### config.mk
export PLATFORM = sky130hd
export DESIGN_NAME = fpu_dispatch
export DESIGN_NICKNAME = d
export VERILOG_FILES = /design/src/rtl/fpu_dispatch_pkg.sv /design/src/rtl/fpu_instr_decode.sv /design/src/rtl/fpu_dispatch.sv
export SDC_FILE = /design/constraint.sdc
export NUM_CORES = 1
export LEC_CHECK = 0
export BUFFER_PORTS_ARGS = -buffer_cell sky130_fd_sc_hd__buf_2
export CORE_AREA = 4 4 194 196
export CTS_CLUSTER_SIZE = 14
export DETAILED_ROUTE_END_ITERATION = 7
export DIE_AREA = 0 0 198 200
export PLACE_DENSITY = 0.48
export SKIP_LAST_GASP = 1
export SLEW_MARGIN = 20
export SYNTH_ARGS = -nofsm -noshare
export SYNTH_HDL_FRONTEND = slang
export SYNTH_SLANG_ARGS = --single-unit
### constraint.sdc
create_clock -name clk -period 3.4 [get_ports clk]
set_input_delay 0.34 -clock clk [delete_from_list [all_inputs] [get_ports clk]]
set_output_delay 0.34 -clock clk [all_outputs]
set_load 0.1 [all_outputs]
### src/rtl/fpu_dispatch_pkg.sv
// Shared decode constants, sfpu_op bit map, CSR map and FSM states for fpu_dispatch.
package fpu_dispatch_pkg;

  localparam int unsigned XLEN       = 32;
  localparam int unsigned SFPU_OP_W  = 24;
  localparam int unsigned FLAGS_W    = 5;
  localparam int unsigned FRM_W      = 3;
  localparam int unsigned CSR_ADDR_W = 12;

  localparam logic [6:0] OPC_OP_FP  = 7'b1010011;
  localparam logic [6:0] OPC_FMADD  = 7'b1000011;
  localparam logic [6:0] OPC_FMSUB  = 7'b1000111;
  localparam logic [6:0] OPC_FNMSUB = 7'b1001011;
  localparam logic [6:0] OPC_FNMADD = 7'b1001111;

  // funct7 values with fmt = S (00) in the low two bits
  localparam logic [6:0] F7_FADD     = 7'b0000000;
  localparam logic [6:0] F7_FSUB     = 7'b0000100;
  localparam logic [6:0] F7_FMUL     = 7'b0001000;
  localparam logic [6:0] F7_FDIV     = 7'b0001100;
  localparam logic [6:0] F7_FSQRT    = 7'b0101100;
  localparam logic [6:0] F7_FSGNJ    = 7'b0010000;
  localparam logic [6:0] F7_FMINMAX  = 7'b0010100;
  localparam logic [6:0] F7_FCVT_W_S = 7'b1100000;
  localparam logic [6:0] F7_FCMP     = 7'b1010000;
  localparam logic [6:0] F7_FCVT_S_W = 7'b1101000;
  localparam logic [6:0] F7_FMV_X_W  = 7'b1110000;
  localparam logic [6:0] F7_FMV_W_X  = 7'b1111000;

  localparam int unsigned OP_FADD     = 0;
  localparam int unsigned OP_FSUB     = 1;
  localparam int unsigned OP_FMUL     = 2;
  localparam int unsigned OP_FDIV     = 3;
  localparam int unsigned OP_FSQRT    = 4;
  localparam int unsigned OP_FMIN     = 5;
  localparam int unsigned OP_FMAX     = 6;
  localparam int unsigned OP_FMV_X_W  = 7;
  localparam int unsigned OP_FMV_W_X  = 8;
  localparam int unsigned OP_FEQ      = 9;
  localparam int unsigned OP_FLT      = 10;
  localparam int unsigned OP_FLE      = 11;
  localparam int unsigned OP_FMADD    = 12;
  localparam int unsigned OP_FMSUB    = 13;
  localparam int unsigned OP_FCVT_W_S = 14;
  localparam int unsigned OP_FCVT_S_W = 15;
  localparam int unsigned OP_FNMSUB   = 16;
  localparam int unsigned OP_FNMADD   = 17;
  localparam int unsigned OP_FSGNJ    = 18;
  localparam int unsigned OP_FSGNJN   = 19;
  localparam int unsigned OP_FSGNJX   = 20;
  localparam int unsigned OP_FCLASS   = 21;
  localparam int unsigned OP_UNSIGNED = 22;
  localparam int unsigned OP_SIGNED   = 23;

  localparam logic [11:0] CSR_FFLAGS = 12'h001;
  localparam logic [11:0] CSR_FRM    = 12'h002;
  localparam logic [11:0] CSR_FCSR   = 12'h003;

  localparam logic [2:0] SEL_FPU = 3'b010;

  typedef struct packed {
    logic [XLEN-1:0] a;
    logic [XLEN-1:0] b;
    logic [XLEN-1:0] c;
    logic [XLEN-1:0] int_op;
  } fpu_operands_t;

  typedef enum logic [1:0] {
    IDLE    = 2'd0,
    ISSUE   = 2'd1,
    CAPTURE = 2'd2
  } state_e;

endpackage

### src/rtl/fpu_instr_decode.sv
// Combinational RV32F decoder: one-hot sfpu_op, resolved rounding mode, writeback target, illegal.
// FPU_DIVSQRT_EN enables FDIV/FSQRT; otherwise they decode as illegal.
module fpu_instr_decode
  import fpu_dispatch_pkg::*;
(
  input  logic [31:0] instr,
  input  logic [2:0]  frm,
  output logic [23:0] sfpu_op,
  output logic [2:0]  rm,
  output logic        wb_fp,
  output logic        illegal
);

  logic [6:0]  opcode;
  logic [6:0]  funct7;
  logic [2:0]  funct3;
  logic [4:0]  rs2;
  logic [1:0]  fmt;
  logic [23:0] op;
  logic [2:0]  rm_res;
  logic        uses_rm;
  logic        bad;
  logic        unused_instr_bits;

  assign opcode = instr[6:0];
  assign funct3 = instr[14:12];
  assign rs2    = instr[24:20];
  assign fmt    = instr[26:25];
  assign funct7 = instr[31:25];
  assign unused_instr_bits = ^{instr[19:15], instr[11:7]};

  always_comb begin
    op      = '0;
    uses_rm = 1'b0;
    bad     = 1'b0;
    wb_fp   = 1'b1;
    case (opcode)
      OPC_FMADD:  begin op[OP_FMADD]  = 1'b1; uses_rm = 1'b1; end
      OPC_FMSUB:  begin op[OP_FMSUB]  = 1'b1; uses_rm = 1'b1; end
      OPC_FNMSUB: begin op[OP_FNMSUB] = 1'b1; uses_rm = 1'b1; end
      OPC_FNMADD: begin op[OP_FNMADD] = 1'b1; uses_rm = 1'b1; end
      OPC_OP_FP: begin
        case (funct7)
          F7_FADD: begin op[OP_FADD] = 1'b1; uses_rm = 1'b1; end
          F7_FSUB: begin op[OP_FSUB] = 1'b1; uses_rm = 1'b1; end
          F7_FMUL: begin op[OP_FMUL] = 1'b1; uses_rm = 1'b1; end
`ifdef FPU_DIVSQRT_EN
          F7_FDIV:  begin op[OP_FDIV]  = 1'b1; uses_rm = 1'b1; end
          F7_FSQRT: begin op[OP_FSQRT] = 1'b1; uses_rm = 1'b1; end
`else
          F7_FDIV:  bad = 1'b1;
          F7_FSQRT: bad = 1'b1;
`endif
          F7_FSGNJ: begin
            case (funct3)
              3'b000:  op[OP_FSGNJ]  = 1'b1;
              3'b001:  op[OP_FSGNJN] = 1'b1;
              3'b010:  op[OP_FSGNJX] = 1'b1;
              default: bad = 1'b1;
            endcase
          end
          F7_FMINMAX: begin
            case (funct3)
              3'b000:  op[OP_FMIN] = 1'b1;
              3'b001:  op[OP_FMAX] = 1'b1;
              default: bad = 1'b1;
            endcase
          end
          F7_FCMP: begin
            wb_fp = 1'b0;
            case (funct3)
              3'b010:  op[OP_FEQ] = 1'b1;
              3'b001:  op[OP_FLT] = 1'b1;
              3'b000:  op[OP_FLE] = 1'b1;
              default: bad = 1'b1;
            endcase
          end
          F7_FCVT_W_S, F7_FCVT_S_W: begin
            uses_rm = 1'b1;
            wb_fp   = (funct7 == F7_FCVT_S_W);
            if (funct7 == F7_FCVT_S_W) op[OP_FCVT_S_W] = 1'b1;
            else                       op[OP_FCVT_W_S] = 1'b1;
            // rs2 selects signed vs unsigned integer side
            case (rs2)
              5'd0:    op[OP_SIGNED]   = 1'b1;
              5'd1:    op[OP_UNSIGNED] = 1'b1;
              default: bad = 1'b1;
            endcase
          end
          F7_FMV_X_W: begin
            wb_fp = 1'b0;
            case (funct3)
              3'b000:  op[OP_FMV_X_W] = 1'b1;
              3'b001:  op[OP_FCLASS]  = 1'b1;
              default: bad = 1'b1;
            endcase
          end
          F7_FMV_W_X: begin
            if (funct3 == 3'b000) op[OP_FMV_W_X] = 1'b1;
            else                  bad = 1'b1;
          end
          default: bad = 1'b1;
        endcase
      end
      default: bad = 1'b1;
    endcase

    if (fmt != 2'b00) bad = 1'b1;

    // dynamic rm resolves through the CSR; reserved encodings are illegal either way
    rm_res = (funct3 == 3'b111) ? frm : funct3;
    if (uses_rm && (funct3 == 3'b101 || funct3 == 3'b110 || rm_res > 3'b100)) bad = 1'b1;

    rm      = uses_rm ? rm_res : 3'b000;
    illegal = bad;
    sfpu_op = bad ? '0 : op;
  end

endmodule

### src/rtl/fpu_dispatch.sv
// Issue-side controller for the scalar FPU: decode, one-cycle issue, result capture, fcsr ownership.
// FPU_DIVSQRT_EN (see fpu_instr_decode) enables FDIV/FSQRT issue.
module fpu_dispatch
  import fpu_dispatch_pkg::*;
(
  input  logic        clk,
  input  logic        rst_l,
  input  logic        instr_valid,
  output logic        instr_ready,
  input  logic [31:0] instr,
  input  logic [31:0] fs1,
  input  logic [31:0] fs2,
  input  logic [31:0] fs3,
  input  logic [31:0] rs1_int,
  output logic [31:0] fpu_operand_a,
  output logic [31:0] fpu_operand_b,
  output logic [31:0] fpu_operand_c,
  output logic [31:0] fpu_operand_int,
  output logic [23:0] fpu_sfpu_op,
  output logic [2:0]  fpu_frm,
  output logic [2:0]  fpu_sel,
  input  logic [31:0] fpu_resultant,
  input  logic [31:0] fpu_result_rd,
  input  logic [4:0]  fpu_s_flags,
  input  logic        fpu_exception,
  input  logic        fpu_interrupt,
  output logic        wb_valid,
  output logic        wb_fp,
  output logic [4:0]  wb_rd,
  output logic [31:0] wb_data,
  output logic        illegal,
  output logic        fpu_irq,
  input  logic        csr_we,
  input  logic [11:0] csr_addr,
  input  logic [31:0] csr_wdata,
  output logic [31:0] csr_rdata
);

  state_e        state_q, state_d;
  logic [23:0]   op_q, op_d;
  logic [2:0]    sel_q, sel_d;
  logic [2:0]    frm_out_q, frm_out_d;
  fpu_operands_t opnd_q, opnd_d;
  logic [4:0]    rd_q, rd_d;
  logic          pend_fp_q, pend_fp_d;
  logic          ready_q, ready_d;
  logic          illegal_q, illegal_d;
  logic          wb_valid_q, wb_valid_d;
  logic          wb_fp_q, wb_fp_d;
  logic [4:0]    wb_rd_q, wb_rd_d;
  logic [2:0]    frm_q, frm_d;
  logic [4:0]    fflags_q, fflags_d;

  logic [23:0]   dec_op;
  logic [2:0]    dec_rm;
  logic          dec_wb_fp;
  logic          dec_illegal;
  logic          unused_inputs;

  assign unused_inputs = ^{fpu_exception, csr_wdata[31:8]};

  fpu_instr_decode u_decode (
    .instr   (instr),
    .frm     (frm_q),
    .sfpu_op (dec_op),
    .rm      (dec_rm),
    .wb_fp   (dec_wb_fp),
    .illegal (dec_illegal)
  );

  always_ff @(posedge clk or negedge rst_l) begin
    if (!rst_l) begin
      state_q    <= IDLE;
      op_q       <= '0;
      sel_q      <= '0;
      frm_out_q  <= '0;
      opnd_q     <= '0;
      rd_q       <= '0;
      pend_fp_q  <= 1'b0;
      ready_q    <= 1'b1;
      illegal_q  <= 1'b0;
      wb_valid_q <= 1'b0;
      wb_fp_q    <= 1'b0;
      wb_rd_q    <= '0;
      frm_q      <= '0;
      fflags_q   <= '0;
    end else begin
      state_q    <= state_d;
      op_q       <= op_d;
      sel_q      <= sel_d;
      frm_out_q  <= frm_out_d;
      opnd_q     <= opnd_d;
      rd_q       <= rd_d;
      pend_fp_q  <= pend_fp_d;
      ready_q    <= ready_d;
      illegal_q  <= illegal_d;
      wb_valid_q <= wb_valid_d;
      wb_fp_q    <= wb_fp_d;
      wb_rd_q    <= wb_rd_d;
      frm_q      <= frm_d;
      fflags_q   <= fflags_d;
    end
  end

  // Issue FSM: accept in IDLE, strobe the FPU in ISSUE, write back in CAPTURE
  always_comb begin
    state_d    = state_q;
    op_d       = '0;
    sel_d      = '0;
    frm_out_d  = frm_out_q;
    opnd_d     = opnd_q;
    rd_d       = rd_q;
    pend_fp_d  = pend_fp_q;
    illegal_d  = 1'b0;
    wb_valid_d = 1'b0;
    wb_fp_d    = 1'b0;
    wb_rd_d    = '0;
    case (state_q)
      IDLE: begin
        if (instr_valid) begin
          if (dec_illegal) begin
            illegal_d = 1'b1;
          end else begin
            state_d       = ISSUE;
            op_d          = dec_op;
            sel_d         = SEL_FPU;
            frm_out_d     = dec_rm;
            opnd_d.a      = dec_op[OP_FMV_W_X] ? rs1_int : fs1;
            opnd_d.b      = fs2;
            opnd_d.c      = fs3;
            opnd_d.int_op = rs1_int;
            rd_d          = instr[11:7];
            pend_fp_d     = dec_wb_fp;
          end
        end
      end
      ISSUE: begin
        state_d    = CAPTURE;
        wb_valid_d = 1'b1;
        wb_fp_d    = pend_fp_q;
        wb_rd_d    = rd_q;
      end
      CAPTURE: state_d = IDLE;
      default: state_d = IDLE;
    endcase
    ready_d = (state_d == IDLE);
  end

  // fcsr update: CSR write lands first, then the captured FPU flags accrue on top
  always_comb begin
    frm_d    = frm_q;
    fflags_d = fflags_q;
    if (csr_we) begin
      case (csr_addr)
        CSR_FFLAGS: fflags_d = csr_wdata[4:0];
        CSR_FRM:    frm_d    = csr_wdata[2:0];
        CSR_FCSR: begin
          frm_d    = csr_wdata[7:5];
          fflags_d = csr_wdata[4:0];
        end
        default: ;
      endcase
    end
    if (state_q == CAPTURE) fflags_d = fflags_d | fpu_s_flags;
  end

  always_comb begin
    csr_rdata = '0;
    case (csr_addr)
      CSR_FFLAGS: csr_rdata = XLEN'(fflags_q);
      CSR_FRM:    csr_rdata = XLEN'(frm_q);
      CSR_FCSR:   csr_rdata = XLEN'({frm_q, fflags_q});
      default:    csr_rdata = '0;
    endcase
  end

  assign instr_ready     = ready_q;
  assign fpu_sfpu_op     = op_q;
  assign fpu_sel         = sel_q;
  assign fpu_frm         = frm_out_q;
  assign fpu_operand_a   = opnd_q.a;
  assign fpu_operand_b   = opnd_q.b;
  assign fpu_operand_c   = opnd_q.c;
  assign fpu_operand_int = opnd_q.int_op;
  assign illegal         = illegal_q;
  assign wb_valid        = wb_valid_q;
  assign wb_fp           = wb_fp_q;
  assign wb_rd           = wb_rd_q;

  // FPU results are already registered on its side; muxed straight through in CAPTURE
  assign wb_data = wb_valid_q ? (wb_fp_q ? fpu_resultant : fpu_result_rd) : '0;
  assign fpu_irq = (state_q == CAPTURE) & fpu_interrupt;

endmodule

# == Yosys cells after proc, flatten, opt, wreduce, memory -nomap -nowiden ==
# Index checks and enable logic that the tools add are counted.
# word_totals
register_bits,183
input_bits,279
# op_classes
magnitude_cmp,1
eq_ne,25
muxes,64
bitwise,3
reduce_logical,23
# op_table
operator,n
two-way mux 24 bit,4
two-way mux 32 bit,3
equality test 7 bit (second input constant),10
two-way mux 1 bit,30
equality test 12 x 2 -> 1 bit (second input constant),2
one-hot mux 8 bit (3 select lines),1
two-way mux 5 bit,4
two-way mux 2 bit,9
two-way mux 3 bit,5
equality test 7 x 5 -> 1 bit (second input constant),2
OR reduction 2 bit,7
equality test 12 x 1 -> 1 bit (second input constant),1
equality test 3 bit (second input constant),3
equality test 7 x 3 -> 1 bit (second input constant),1
equality test 7 x 4 -> 1 bit (second input constant),1
logical NOT 7 bit,1
two-way mux 7 bit,1
two-way mux 6 bit,1
one-hot mux 1 bit (2 select lines),3
one-hot mux 3 bit (2 select lines),1
OR reduction 3 bit,2
equality test 5 x 1 -> 1 bit (second input constant),1
logical NOT 5 bit,1
bitwise OR 5 bit,1
18 further kinds,21

# == Logic depth before layout (Yosys ltp) ==
# logic_depth
word_depth,11
mapped_depth,10
depth_no_buf,7

# == Cells and area by module ==
# From an unflattened synthesis, not the netlist that was laid out.
# hier_totals
hier_cells,697
area_unflattened_um2,8423.1
# by_module_without_submodules
mod,n_inst,cells_per_inst,area_per_inst_um2,seq_area_each_um2
fpu_dispatch,1,593,7751.2,4505.6
fpu_instr_decode,1,104,671.9,0.0

# == Worst setup path after synthesis ==
# Ideal clock, no wire load.
# synth_path
path_kind,register to output
from,register wb_fp_q (netlist: wb_fp)
to,output port wb_data[10]
arrival_time_ps,3138
required_ps,3060
path_slack_ps,-78
stages_incl_launch_ff,5
cell_sequence,dfrtp_1 -> clkbuf_1 -> buf_1 -> mux2i_1 -> nor2b_1
# synth_via
elab_chain_len,2
# synth_lines
element,line,text
start: declaration,fpu_dispatch.sv:49,"logic wb_fp_q, wb_fp_d;"
start signal: assignment,fpu_dispatch.sv:98,wb_fp_q <= wb_fp_d;
two-way mux 32 bit (2 in a row),fpu_dispatch.sv:191,assign wb_data = wb_valid_q ? (wb_fp_q ? fpu_resultant : fpu_result_rd) : '0;
end: declaration,fpu_dispatch.sv:30,"output logic [31:0] wb_data,"
# Every way passes these cells.

# == Worst setup path after layout ==
# layout_path
from,register wb_fp_q (netlist: wb_fp)
to,output port wb_data[2]
# Same word-level chain as after synthesis.

==> flow_summary.json <==
{
  "synthArstFlopShare": 1.00,
  "clk_pin_slew_ns": 0.07,
  "cts_sinks": 178,
  "final.setup_skew_ns": 0.00779,
  "cp-start-kind": "register",
  "r2r_start": "frm_q[0]",
  "critPathKind": "reg -> out",
  "wl_mm": 28.4,
  "grt_use_total": 0.138,
  "cts.repair.resized": 0,
  "insertion_delay_ns": 0.45,
  "crit_start": "wb_fp",
  "drv_slew": 0,
  "drt_iter0_markers": 216,
  "rsz0062_at_grt": "false",
  "ys_seq_area_frac": 0.531,
  "wl_per_cell_um": 18.2,
  "p_leak_nw": 6.29,
  "nFillCells": 3770,
  "arrival_ns": 2.25,
  "hp-class": "in -> reg",
  "fin_crit_sh": 0.761,
  "htree_num_levels": 4,
  "drc": 0,
  "cp_num_buf_inv": 1,
  "power-per-cell-area_mw_per_mm2": 535,
  "synth.top_cell.area_share": 0.528,
  "routed_via_density": 4.23,
  "syn_to_final_growth_pct": 39.7,
  "tightest_slew_ns": 0.916,
  "hold_viol": 0,
  "avgSynthCellArea_sq_um": 13.3,
  "overflow": 0,
  "synth_commonest_cells": "177 x dfrtp_1, 138 x mux2_2, 36 x nor2b_1",
  "min-delay-start": "instr[20]",
  "synth_cells": 633,
  "root_buffer": "clkbuf_16",
  "antenna_found_initial": 2,
  "worstPathRequired_ns": 3.06,
  "num_rows": 70,
  "min_period_ns": 2.59,
  "max_stage_delay_ns": 0.97,
  "synth_largest_area_cell": "dfrtp_1",
  "clock.fmax_ghz": 0.387,
  "cts_inserted_buffers": 17,
  "port_buffers": 452,
  "cp_slowest_cell": "dfrtp_2",
  "crit_chain": "mux2i_1 -> nor2b_2 -> buf_2",
  "ys_ff_latch": 178,
  "ant_nets": 0,
  "drive_gt1_frac": 0.646,
  "vias": 6605,
  "synth_edf_count": 0,
  "syn_area_sq_mm": 0.00839,
  "holdWs_ns": 0.0884,
  "grt_pass1_wl_mm": 41.5,
  "yosysMostFrequentCell": "dfrtp_1",
  "path_delay_family": "flip-flops",
  "ff_latch_area_sq_mm": 0.00446,
  "max-clock-path-buffers": 2,
  "synth_area_leaders": "dfrtp_1 53%, mux2_2 19%, mux2_4 5.4%, mux2i_1 4.2%, buf_4 3.1%",
  "cp_max_fo": 33,
  "die_width_um": 198,
  "drt-pass1-iter-count": 6,
  "fin_nets": 1360,
  "postCtsSetupBuffers": 0,
  "cts_tree": "done",
  "grt_pass1_vias": 7090,
  "io_pins": 511,
  "ir_drop_mv": 0.393,
  "ys_types": 52,
  "finalSetupViolCount": 0,
  "status": "finished clean",
  "die_h_um": 200,
  "start_util": 0.232,
  "multi_input_area_sq_mm": 0.00364,
  "worstSetupEndpointType": "output port",
  "slew_headroom": 0.390,
  "synth_flop_cell": "dfrtp_1",
  "hold_buffers": 1,
  "yosys_warnings": 0,
  "grt_max_degree": 83,
  "core_sq_mm": 0.0361,
  "drv_cap": 0,
  "dieArea_sq_mm": 0.0396,
  "routabilityCongestion": 0.787,
  "dp.final_hpwl_mm": 22.3,
  "fin_setup_tns_ns": 0
}
## state kept, by name, indices dropped and copies added, names as in the netlist
name	flops
fpu_sfpu_op	22
fpu_frm	3
pend_fp_q	1
frm_q	3
instr_ready	1
fpu_operand_b	32
wb_rd	5
fpu_operand_a	32
rd_q	5
fpu_operand_c	32
illegal	1
fflags_q	5
fpu_sel	1
wb_fp	1
state_q	2
fpu_operand_int	32
## final timing paths
| path | end | slack, ns | cells past startpoint |
|---|---|---|---|
| max | wb_data[2] | 0.81 | 3 |
| min reg2reg | wb_rd[2] | 0.48 | 1 |
| min in group asynchronous | fpu_operand_c[17] | 0.46 | 2 |
| min | fpu_sfpu_op[23] | 0.09 | 2 |
| max reg2reg | fpu_operand_b[0] | 0.82 | 8 |
| max in group asynchronous | fpu_operand_c[22] | 1.96 | 3 |
## stage by stage
| step | worst slack, ns | power (mW) | cell area, sq um | std cells | utilization |
|---|---|---|---|---|---|
| CTS | 0.739 | 6.38 | 11700 | 1562 | 0.325 |
| detailed placement | 0.429 | 4.41 | 11100 | 1529 | 0.309 |
| global placement | 0.434 | 4.40 | 11100 | 1529 | 0.309 |
| finish | 0.814 | 6.27 | 11700 | 1563 | 0.325 |
| floorplan | 0.429 | 3.97 | 8560 | 660 | - |
| global route | 0.652 | 6.55 | 11700 | 1563 | 0.325 |
## cell type report
cell class                 instances  share of cell area
clock buffer                      17              0.0363
multi-input combinational        410               0.311
antenna                            1            0.000214
timing repair buffer             468               0.209
sequential                       178               0.380
inverter                           6             0.00214
tap                              468              0.0500
clock inverter                    15              0.0110
## cells in the final DEF (no fill, tap or decap), drive strengths merged, types with 2 or more instances in the layout
master and n:
or3 6, nor2 23, nor2b 36, buf 467, nor4 10, nor3 5
nor3b 2, or3b 2, clkbuf 17, or4 5, nand3b 2, nand2b 2
clkinv 8, and3 7, mux2 169, dfrtp 177, a21oi 6, a22o 3
a221o 5, inv 11, and2 12, nand3 8, o211ai 3, mux2i 35
o21ai 8, conb 28, nand4 4, clkinvlp 2, nand2 15, o22ai 2
## cells by family (layout without fill, tap and decap cells)
kind of cell    count (synthesis)  after routing  synth area share
buf+inv                        72            506            0.0568
mux                           204            204             0.282
other cells                     1             29          0.000447
simple gates                  143            143            0.0984
compound gates                 34             34            0.0300
xor+xnor                        1              1           0.00104
flops                         178            178             0.531
## per-layer routing
layer	up-vias	global-route usage	wire length, um
met5	-	0	0
met4	0	0.0515	493
met3	29	0.0596	3100
met2	325	0.247	14700
met1	3168	0.146	10200
li1	3083	-	-
## power by group
part	leakage [nW]	total (mW)	switching, mW	internal, mW
sequential	2.42	2.37	0.0851	2.29
clock	0.272	1.91	0.953	0.958
combinational	3.59	1.98	1.59	0.389
total	6.29	6.27	2.63	3.63
No activity file was read; power rests on OpenSTA's default activity.
